--- src/rtl/line_buffer_ctrl_if.sv ---
// Pixel stream, line-buffer bus and window output of the line-buffer front end.
// The slave modport is the controller view; master is the upstream/line-buffer side.
interface line_buffer_ctrl_if #(
  parameter int DATA_WIDTH = 8,
  parameter int NUM_LB     = 4
) ();
  logic                           i_pixel_valid;
  logic [DATA_WIDTH-1:0]          i_pixel_data;
  logic                           o_ready;
  logic [NUM_LB-1:0]              o_lb_wren;
  logic [DATA_WIDTH-1:0]          o_lb_wdata;
  logic [NUM_LB-1:0]              o_lb_rden;
  logic [NUM_LB*3*DATA_WIDTH-1:0] i_lb_rdata;
  logic [9*DATA_WIDTH-1:0]        o_window;
  logic                           o_window_valid;
  logic                           o_intr;
  logic                           o_overflow;

  modport master (
    output i_pixel_valid, i_pixel_data, i_lb_rdata,
    input  o_ready, o_lb_wren, o_lb_wdata, o_lb_rden,
    input  o_window, o_window_valid, o_intr, o_overflow
  );

  modport slave (
    input  i_pixel_valid, i_pixel_data, i_lb_rdata,
    output o_ready, o_lb_wren, o_lb_wdata, o_lb_rden,
    output o_window, o_window_valid, o_intr, o_overflow
  );
endinterface

--- src/rtl/line_buffer_ctrl.sv ---
// Writes the pixel stream row by row into four rotating line buffers and, once three rows
// are held, reads three of them in lockstep to produce a registered 3x3 window.
module line_buffer_ctrl #(
  parameter int RL         = 640,
  parameter int DATA_WIDTH = 8,
  parameter int NUM_LB     = 4
) (
  input  logic             CLK,
  input  logic             RST,
  line_buffer_ctrl_if.slave bus
);

  localparam int CNT_W  = (RL > 1) ? $clog2(RL) : 1;
  localparam int FILL_W = $clog2(4 * RL + 1);
  localparam int ROW_W  = 3 * DATA_WIDTH;
  localparam logic [CNT_W-1:0]  LAST_PIX  = CNT_W'(RL - 1);
  localparam logic [FILL_W-1:0] FILL_FULL = FILL_W'(4 * RL);
  localparam logic [FILL_W-1:0] FILL_READ = FILL_W'(3 * RL);

  typedef enum logic [0:0] {
    S_IDLE = 1'b0,
    S_READ = 1'b1
  } state_t;

  // The one buffer not being read is the one just before rd_sel.
  function automatic logic [NUM_LB-1:0] rd_mask(input logic [1:0] sel);
    rd_mask = ~(NUM_LB'(1) << (sel - 2'd1));
  endfunction

  state_t                state_q;
  logic [CNT_W-1:0]      wr_cnt_q;
  logic [CNT_W-1:0]      rd_cnt_q;
  logic [1:0]            wr_sel_q;
  logic [1:0]            rd_sel_q;
  logic [1:0]            rd_sel_dly_q;
  logic [FILL_W-1:0]     fill_q;
  logic [FILL_W-1:0]     fill_d;
  logic [NUM_LB-1:0]     rden_q;
  logic                  intr_q;
  logic                  ovf_q;
  logic                  vld_dly_q;
  logic                  vld_q;
  logic [9*DATA_WIDTH-1:0] window_q;
  logic [9*DATA_WIDTH-1:0] win_d;
  logic [1:0]            row_sel_s;
  logic                  ready_s;
  logic                  accept_s;
  logic                  rd_act_s;
  logic [NUM_LB-1:0]     wren_s;

  assign ready_s  = (fill_q < FILL_FULL);
  assign accept_s = bus.i_pixel_valid & ready_s;
  assign rd_act_s = (state_q == S_READ);

  // Write enable for the buffer currently being filled.
  always_comb begin
    wren_s = '0;
    if (accept_s) begin
      wren_s[wr_sel_q] = 1'b1;
    end else begin
      wren_s = '0;
    end
  end

  // Fill level: a concurrent write and read cancel out.
  always_comb begin
    fill_d = fill_q;
    case ({accept_s, rd_act_s})
      2'b10:   fill_d = fill_q + FILL_W'(1);
      2'b01:   fill_d = fill_q - FILL_W'(1);
      default: fill_d = fill_q;
    endcase
  end

  // Window mux: row0 (oldest) comes from rd_sel_dly and lands in the MSBs.
  always_comb begin
    win_d     = '0;
    row_sel_s = '0;
    for (int i = 0; i < 3; i++) begin
      row_sel_s = rd_sel_dly_q + 2'(i);
      win_d[(2 - i) * ROW_W +: ROW_W] = bus.i_lb_rdata[row_sel_s * ROW_W +: ROW_W];
    end
  end

  // Write pointer, buffer rotation and sticky overflow.
  always_ff @(posedge CLK or negedge RST) begin
    if (!RST) begin
      wr_cnt_q <= '0;
      wr_sel_q <= 2'd0;
      ovf_q    <= 1'b0;
    end else begin
      if (accept_s) begin
        if (wr_cnt_q == LAST_PIX) begin
          wr_cnt_q <= '0;
          wr_sel_q <= wr_sel_q + 2'd1;
        end else begin
          wr_cnt_q <= wr_cnt_q + CNT_W'(1);
        end
      end
      if (bus.i_pixel_valid && !ready_s) begin
        ovf_q <= 1'b1;
      end
    end
  end

  // Occupancy counter.
  always_ff @(posedge CLK or negedge RST) begin
    if (!RST) begin
      fill_q <= '0;
    end else begin
      fill_q <= fill_d;
    end
  end

  // Read FSM: one unstalled row of RL cycles, then at least one idle cycle.
  always_ff @(posedge CLK or negedge RST) begin
    if (!RST) begin
      state_q  <= S_IDLE;
      rd_cnt_q <= '0;
      rd_sel_q <= 2'd0;
      rden_q   <= '0;
      intr_q   <= 1'b0;
    end else begin
      case (state_q)
        S_IDLE: begin
          intr_q <= 1'b0;
          if (fill_q >= FILL_READ) begin
            state_q  <= S_READ;
            rd_cnt_q <= '0;
            rden_q   <= rd_mask(rd_sel_q);
          end else begin
            rden_q <= '0;
          end
        end
        S_READ: begin
          if (rd_cnt_q == LAST_PIX) begin
            state_q  <= S_IDLE;
            rd_cnt_q <= '0;
            rd_sel_q <= rd_sel_q + 2'd1;
            rden_q   <= '0;
            intr_q   <= 1'b1;
          end else begin
            rd_cnt_q <= rd_cnt_q + CNT_W'(1);
            intr_q   <= 1'b0;
          end
        end
        default: begin
          state_q <= S_IDLE;
          rden_q  <= '0;
          intr_q  <= 1'b0;
        end
      endcase
    end
  end

  // Output stage lags rden by two edges: one in line_buffer, one here.
  always_ff @(posedge CLK or negedge RST) begin
    if (!RST) begin
      rd_sel_dly_q <= 2'd0;
      vld_dly_q    <= 1'b0;
      vld_q        <= 1'b0;
      window_q     <= '0;
    end else begin
      rd_sel_dly_q <= rd_sel_q;
      vld_dly_q    <= |rden_q;
      vld_q        <= vld_dly_q;
      if (vld_dly_q) begin
        window_q <= win_d;
      end
    end
  end

  assign bus.o_ready        = ready_s;
  assign bus.o_lb_wren      = wren_s;
  assign bus.o_lb_wdata     = bus.i_pixel_data;
  assign bus.o_lb_rden      = rden_q;
  assign bus.o_window       = window_q;
  assign bus.o_window_valid = vld_q;
  assign bus.o_intr         = intr_q;
  assign bus.o_overflow     = ovf_q;

endmodule
--- src/flat_wrapper.sv ---
// flat-port wrapper written by rule: the top's interface ports become plain ports
module line_buffer_ctrl_flat 
#(
  parameter int RL         = 640,
  parameter int DATA_WIDTH = 8,
  parameter int NUM_LB     = 4
)
  (CLK, RST, bus_i_pixel_valid, bus_i_pixel_data, bus_i_lb_rdata, bus_o_ready, bus_o_lb_wren, bus_o_lb_wdata, bus_o_lb_rden, bus_o_window, bus_o_window_valid, bus_o_intr, bus_o_overflow);
  line_buffer_ctrl_if #(.DATA_WIDTH(DATA_WIDTH), .NUM_LB(NUM_LB)) bus_i ();
  input  logic CLK;
  input  logic RST;
  input wire logic [$bits(bus_i.i_pixel_valid)-1:0] bus_i_pixel_valid;
  input wire logic [$bits(bus_i.i_pixel_data)-1:0] bus_i_pixel_data;
  input wire logic [$bits(bus_i.i_lb_rdata)-1:0] bus_i_lb_rdata;
  output wire logic [$bits(bus_i.o_ready)-1:0] bus_o_ready;
  output wire logic [$bits(bus_i.o_lb_wren)-1:0] bus_o_lb_wren;
  output wire logic [$bits(bus_i.o_lb_wdata)-1:0] bus_o_lb_wdata;
  output wire logic [$bits(bus_i.o_lb_rden)-1:0] bus_o_lb_rden;
  output wire logic [$bits(bus_i.o_window)-1:0] bus_o_window;
  output wire logic [$bits(bus_i.o_window_valid)-1:0] bus_o_window_valid;
  output wire logic [$bits(bus_i.o_intr)-1:0] bus_o_intr;
  output wire logic [$bits(bus_i.o_overflow)-1:0] bus_o_overflow;
  assign bus_i.i_pixel_valid = bus_i_pixel_valid;
  assign bus_i.i_pixel_data = bus_i_pixel_data;
  assign bus_i.i_lb_rdata = bus_i_lb_rdata;
  assign bus_o_ready = bus_i.o_ready;
  assign bus_o_lb_wren = bus_i.o_lb_wren;
  assign bus_o_lb_wdata = bus_i.o_lb_wdata;
  assign bus_o_lb_rden = bus_i.o_lb_rden;
  assign bus_o_window = bus_i.o_window;
  assign bus_o_window_valid = bus_i.o_window_valid;
  assign bus_o_intr = bus_i.o_intr;
  assign bus_o_overflow = bus_i.o_overflow;
  line_buffer_ctrl #(.RL(RL), .DATA_WIDTH(DATA_WIDTH), .NUM_LB(NUM_LB)) u_core (.CLK(CLK), .RST(RST), .bus(bus_i));
endmodule
--- config.mk ---
export PLATFORM = sky130hd
export DESIGN_NAME = line_buffer_ctrl_flat
export DESIGN_NICKNAME = d
export VERILOG_FILES = /design/src/rtl/line_buffer_ctrl_if.sv /design/src/rtl/line_buffer_ctrl.sv /design/src/flat_wrapper.sv
export SDC_FILE = /design/constraint.sdc
export NUM_CORES = 1
export LEC_CHECK = 0
export ABC_AREA = 1
export CAP_MARGIN = 20
export CORE_MARGIN = 2
export CORE_UTILIZATION = 49
export CTS_CLUSTER_SIZE = 40
export DETAILED_ROUTE_END_ITERATION = 10
export HOLD_SLACK_MARGIN = 0.08
export MAX_ROUTING_LAYER = met4
export PLACE_DENSITY_LB_ADDON = 0.15
export SKIP_CTS_REPAIR_TIMING = 1
export SYNTH_ARGS = -nofsm -noshare
export SYNTH_HDL_FRONTEND = slang
export SYNTH_SLANG_ARGS = --single-unit
--- constraint.sdc ---
create_clock -name CLK -period 2.84 [get_ports CLK]
set_clock_uncertainty 0.15 [all_clocks]
set_input_delay 0.426 -clock CLK [delete_from_list [all_inputs] [get_ports CLK]]
set_output_delay 0.426 -clock CLK [all_outputs]
set_load 0.01 [all_outputs]
# Word level (Yosys, flattened, before mapping)
# Index checks and enable logic that the tools add are counted.
# totals
reg_bits	119
wordCells	65
input_bits	107
output_inout_bits	92
# op_classes
shift	4
n_mul	3
reduce_logical	7
eq_ne	6
magnitude_cmp	4
add_sub_neg	9
bitwise	3
mux	16
# ops
operator	n
96-bit by 8-bit variable part select with 24-bit output	3
10-bit two-way mux	3
12-bit one-hot mux with 2 select lines	1
10-bit by 1-bit adder with 10-bit output, second input constant	2
10-bit == test, second input constant	2
10-bit one-hot mux with 2 select lines	1
12-bit by 1-bit adder with 12-bit output, second input constant	1
12-bit by 11-bit greater-or-equal comparator with 1-bit output, second input constant	1
12-bit < comparator, second input constant	1
2-bit by 2-bit multiplier with 4-bit output, second input constant	3
4-bit two-way mux	3
12-bit by 1-bit subtractor with 12-bit output, second input constant	1
4-bit one-hot mux with 2 select lines	1
2-bit by 1-bit adder with 2-bit output, second input constant	3
1-bit two-way mux	4
4-bit NOT	1
1-bit one-hot mux with 2 select lines	2
2-bit AND reduction	2
4-bit OR reduction	1
1-bit by 2-bit << shifter with 4-bit output, first input constant	1
2-bit by 3-bit < comparator with 1-bit output, second input constant	1
2-bit adder, second input constant	1
1-bit demux with 2-bit select	1
2-bit by 1-bit == test with 1-bit output, second input constant	1
10 further kinds	11

# Logic depth before layout (Yosys ltp)
# depth
depth_word	5
ltp_mapped	17
mapped_depth_nobuf	16

# Least setup slack after synthesis
# Ideal clock, no wire load.
# synth_path
path_kind	reg2reg
from	register u_core.fill_q[9]
to	register u_core.fill_q[4]
path_slack_ns	0.485
setup_ns	0.127
path_stages_with_launch	15
required_ns	2.563
path_buffers	1
synth_period_minus_slack_ns	2.355
arrival_ns	2.078
path_cell_list	dfrtp_1 > inv_1 > nand2_1 > nand2_2 > nand2_4 > ha_1 > buf_6 > nor2_1 > nor2_2 > ha_1 > a21oi_1 > o21bai_2 > or2_1 > nand3_1 > o21ai_0
# synth_between
elab_chain_cells	4
elab_cells_between_ends	6
classes_between	order compare: 1; eq/ne: 2; mux: 1; bitwise: 1; reduce/logical: 1
# synth_lines
element	line_no	text
start, declared	line_buffer_ctrl.sv:36	logic [FILL_W-1:0] fill_q;
start signal, assigned	line_buffer_ctrl.sv:111	fill_q <= fill_d;
12-bit < comparator (*)	line_buffer_ctrl.sv:51	assign ready_s = (fill_q < FILL_FULL);
net bus_o_ready	flat_wrapper.sv:15	output wire logic [$bits(bus_i.o_ready)-1:0] bus_o_ready;
1-bit AND (*)	line_buffer_ctrl.sv:52	assign accept_s = bus.i_pixel_valid & ready_s;
2-bit by 1-bit == test with 1-bit output / 2-bit == test (equally long branches)	line_buffer_ctrl.sv:68	case ({accept_s, rd_act_s})
12-bit one-hot mux with 2 select lines / 2-bit nonzero test (equally long branches)	--	
# Mark *: on every way through the listed nets, which the timed path passes. The rest lies on a longest branch.
# A chain may end at the register's enable or synchronous reset.

# Worst setup path in the final report
# layout_path
from	register u_core.fill_q[9]
to	output bus_o_lb_wren[0]
# layout_between
elab_chain_cells	3
# layout_lines
element	line_no	text
12-bit < comparator	line_buffer_ctrl.sv:51	
1-bit AND	line_buffer_ctrl.sv:52	
4-bit two-way mux	line_buffer_ctrl.sv:58	if (accept_s) begin
end, declared	flat_wrapper.sv:16	output wire logic [$bits(bus_i.o_lb_wren)-1:0] bus_o_lb_wren;
# No other way between the ends.

==> metrics <==
outcome=finished clean; Critical Path End Type=output port; post-route insts no fill=1223; layout cells sized above 1=7.19%; Reg clk slew, reported paths=0.05 ns; num ports=199; die area=0.0153 mm^2; final worst path period share=91.9%; R2R depth=13; crit path time final=2.61 ns; Avg WL per Cell=17.1 um; largest net degree at the start of global routing=56; FF-to-FF Start=u_core.fill_q[9]; dpl cell area=0.00896 mm^2; diode count=0; Crit. Startpoint=u_core.fill_q[9]; unrepaired setup endpoints after global routing=false; total CTS buffers=17; fin util=68.2%; drt total wl=21.0 mm; max-cap violation count=0; clock power share=41.3%; Critical Path, Cell by Cell=inv_1 -> nand2_1 -> nand2_2 -> nand2_4 -> buf_4 -> nor2_1 -> clkdlybuf4s50_1; H-tree levels=4; CTS sink cnt=119; vias in the first global route=6311; CTS tree=built; Setup crit end=bus_o_lb_wren[0]; Final Max Slew Viols=0; Placed Cells incl. Taps=1190; Clk Latency, worst-skew pair=0.42 ns; Root Driver=clkbuf_16; CP max FO=10; drt first-iter violations=531; critical path class=reg -> out; final setup margin=0.230 ns; Mapped Cells=865; Final setup violation count=0; Seq/Total Area, Yosys=42.3%; RR Endpoint=u_core.fill_q[4]; HP Class=reg -> reg; Post-Synth Adder-Cell Area=2.31%; relative slew slack=42.0%; Critical-path top delay cell=clkdlybuf4s50_1; synthesized area per cell=8.14 um^2; reg2reg setup slack=0.41 ns; Arr. time, crit path=2.03 ns; grt ovf=0; DR pass1 iterations=5; Final Hold Slack=0.289 ns; Netlist cell types=39; CP required=2.26 ns; fin nets=1150; critical path depth in cells=7; total of warnings raised by yosys=0; pwr/cell area=484 mW/mm^2; Vias=6779; DRC violations left=0; mux cell area share after synthesis=5.40%; Std-Cell Rows=43; delay-heaviest family, CP=buffers and inverters; Synth Area in Simple Gates=19.3%; setup_tns=0 ns; combinational share of power=16.7%; Placer Congestion=0.904; Flop pwr share=41.9%; largest family of logic cells by synthesized area=compound AO/OA/AOI/OAI gates; Critical path buffers and inverters=3; antenna viol nets, final=0; initial core utilization=50.5%; peak supply drop=0.000375 V; post-synthesis xor/xnor area fraction=1.87%; area grow syn2layout=35.0%; Startpoint Class=flop; post-DP HPWL=15.2 mm; core area=0.0139 mm^2; initial antenna violation count=0; Overall Power=4.60 mW; Place WS=0.206 ns; Leakage=4.08 nW; die height=124 um; Compound-Gate Fraction of Synth Area=20.7%; post-route cell area=0.00950 mm^2; P_int=3.27 mW; CTS Buffer Depth=2; Slew @ Worst Pin=0.869 ns; Fin. Hold Viols=0; Global Route Usage Sum=28.9%; Sw Share=28.9%; synthesized area=0.00704 mm^2; #FFs+latches synth=119; DIE WIDTH=124 um; Mapped Nets=985; Worst path max stage delay=0.54 ns; fmax=383 MHz; NetSw=1.33 mW; Vias/cell=5.54; PortBufs=182; global-route wire length before repair=32.8 mm
==> power by group through the flow <==
stage          registers, mW  logic (mW)  clock network (mW)
2_1_floorplan           1.93       0.459                   0
3_3_place_gp            1.95       0.757                   0
3_5_place_dp            1.95       0.763                   0
4_1_cts                 1.93       0.767                1.94
5_1_grt                 1.94       0.872                2.02
6_report                1.93       0.769                1.90
==> cell usage in the layout (no fill, tap or decap), types with 3 or more instances in the layout <==
cell type,count
o21ai_1,4
nor2_2,8
a22o_1,14
clkinv_2,6
nand3_1,25
o22ai_1,5
nor3_2,3
xor2_1,12
dfrtp_1,117
o32ai_1,4
clkbuf_16,17
clkdlybuf4s50_1,181
buf_4,17
inv_1,70
nand2_1,151
nand4_1,8
mux2i_1,38
a21oi_1,38
nor3_1,7
o22a_1,48
ha_1,13
a31oi_1,21
xnor2_1,3
o21ai_0,93
nor2_4,4
clkinvlp_4,6
nor2_1,102
clkinv_1,3
==> worst min path at each step <==
| stage | start | end | slack (ns) | cells after the start |
|---|---|---|---|---|
| 2_1_floorplan | RST | u_core.bus.o_intr | -0.02 | 0 |
| 3_3_place_gp | RST | u_core.bus.o_window[24] | 0.20 | 1 |
| 3_5_place_dp | RST | u_core.bus.o_window[24] | 0.20 | 1 |
| 4_1_cts | RST | u_core.bus.o_window[24] | -0.25 | 1 |
| 5_1_grt | RST | u_core.bus.o_window[14] | 0.32 | 2 |
| 6_report | u_core.rd_sel_q[1] | u_core.rd_sel_dly_q[1] | 0.29 | 0 |
==> logic make-up after synthesis <==
logic type / after synthesis
AOI/OAI and AO/OA: 232
xor gates and xnor gates: 15
adders and majority gates: 13
buffers and inverters: 130
DFF: 119
muxes: 38
and+or+nand+nor: 318
==> Yosys cell counts <==
master	instances	area share, %
nor2_4	4	0.64
or2_1	1	0.089
nor3_2	3	0.43
o21ai_1	4	0.28
nand3b_1	2	0.21
inv_1	71	3.8
xor2_1	12	1.5
nor2_1	102	5.4
nand2_4	1	0.16
buf_2	17	1.2
o32ai_1	4	0.50
o22a_1	48	6.0
buf_6	2	0.32
nand3_1	25	1.8
a21oi_1	38	2.7
nand3_2	1	0.14
nor2_2	8	0.71
buf_4	11	1.2
a41oi_1	1	0.12
o22ai_1	5	0.44
o21bai_2	1	0.16
a31oi_1	21	1.9
inv_2	1	0.053
nand2_2	2	0.18
a31o_2	1	0.12
nor3b_1	1	0.11
a22o_1	14	1.7
nand2_1	151	8.1
mux2i_1	38	5.4
ha_1	13	2.3
o21ai_0	93	6.6
nor4_1	2	0.18
o31ai_1	2	0.21
nor3_1	7	0.50
clkbuf_1	25	1.3
nand4_1	8	0.71
dfrtp_1	119	42
xnor2_1	3	0.37
clkinv_1	3	0.16
==> per-layer routing <==
metal	GRT usage, %	part of all wire, %
met1	38.8	44
met2	42.9	45
met3	6.59	8.0
met4	10.4	2.6
met5	-	0
==> layout make-up <==
cell class,instances,area [um^2]
timing repair buffer,201,1990
inverter,75,282
clock inverter,13,83.8
multi-input combinational,616,3490
fill,1190,4430
sequential,119,2980
clock buffer,19,443
tap,180,225
==> registers in the layout, indices dropped and copies added, names as in the netlist <==
register / cells
u_core.vld_dly_q: 1
u_core.rd_sel_q: 2
u_core.rd_cnt_q: 10
u_core.bus.o_window_valid: 1
u_core.bus.o_overflow: 1
u_core.wr_cnt_q: 10
u_core.bus.o_lb_rden: 4
u_core.rd_sel_dly_q: 2
u_core.bus.o_window: 72
u_core.wr_sel_q: 2
u_core.rd_act_s: 1
u_core.fill_q: 12
u_core.bus.o_intr: 1
(Power assumes the default switching activity.)
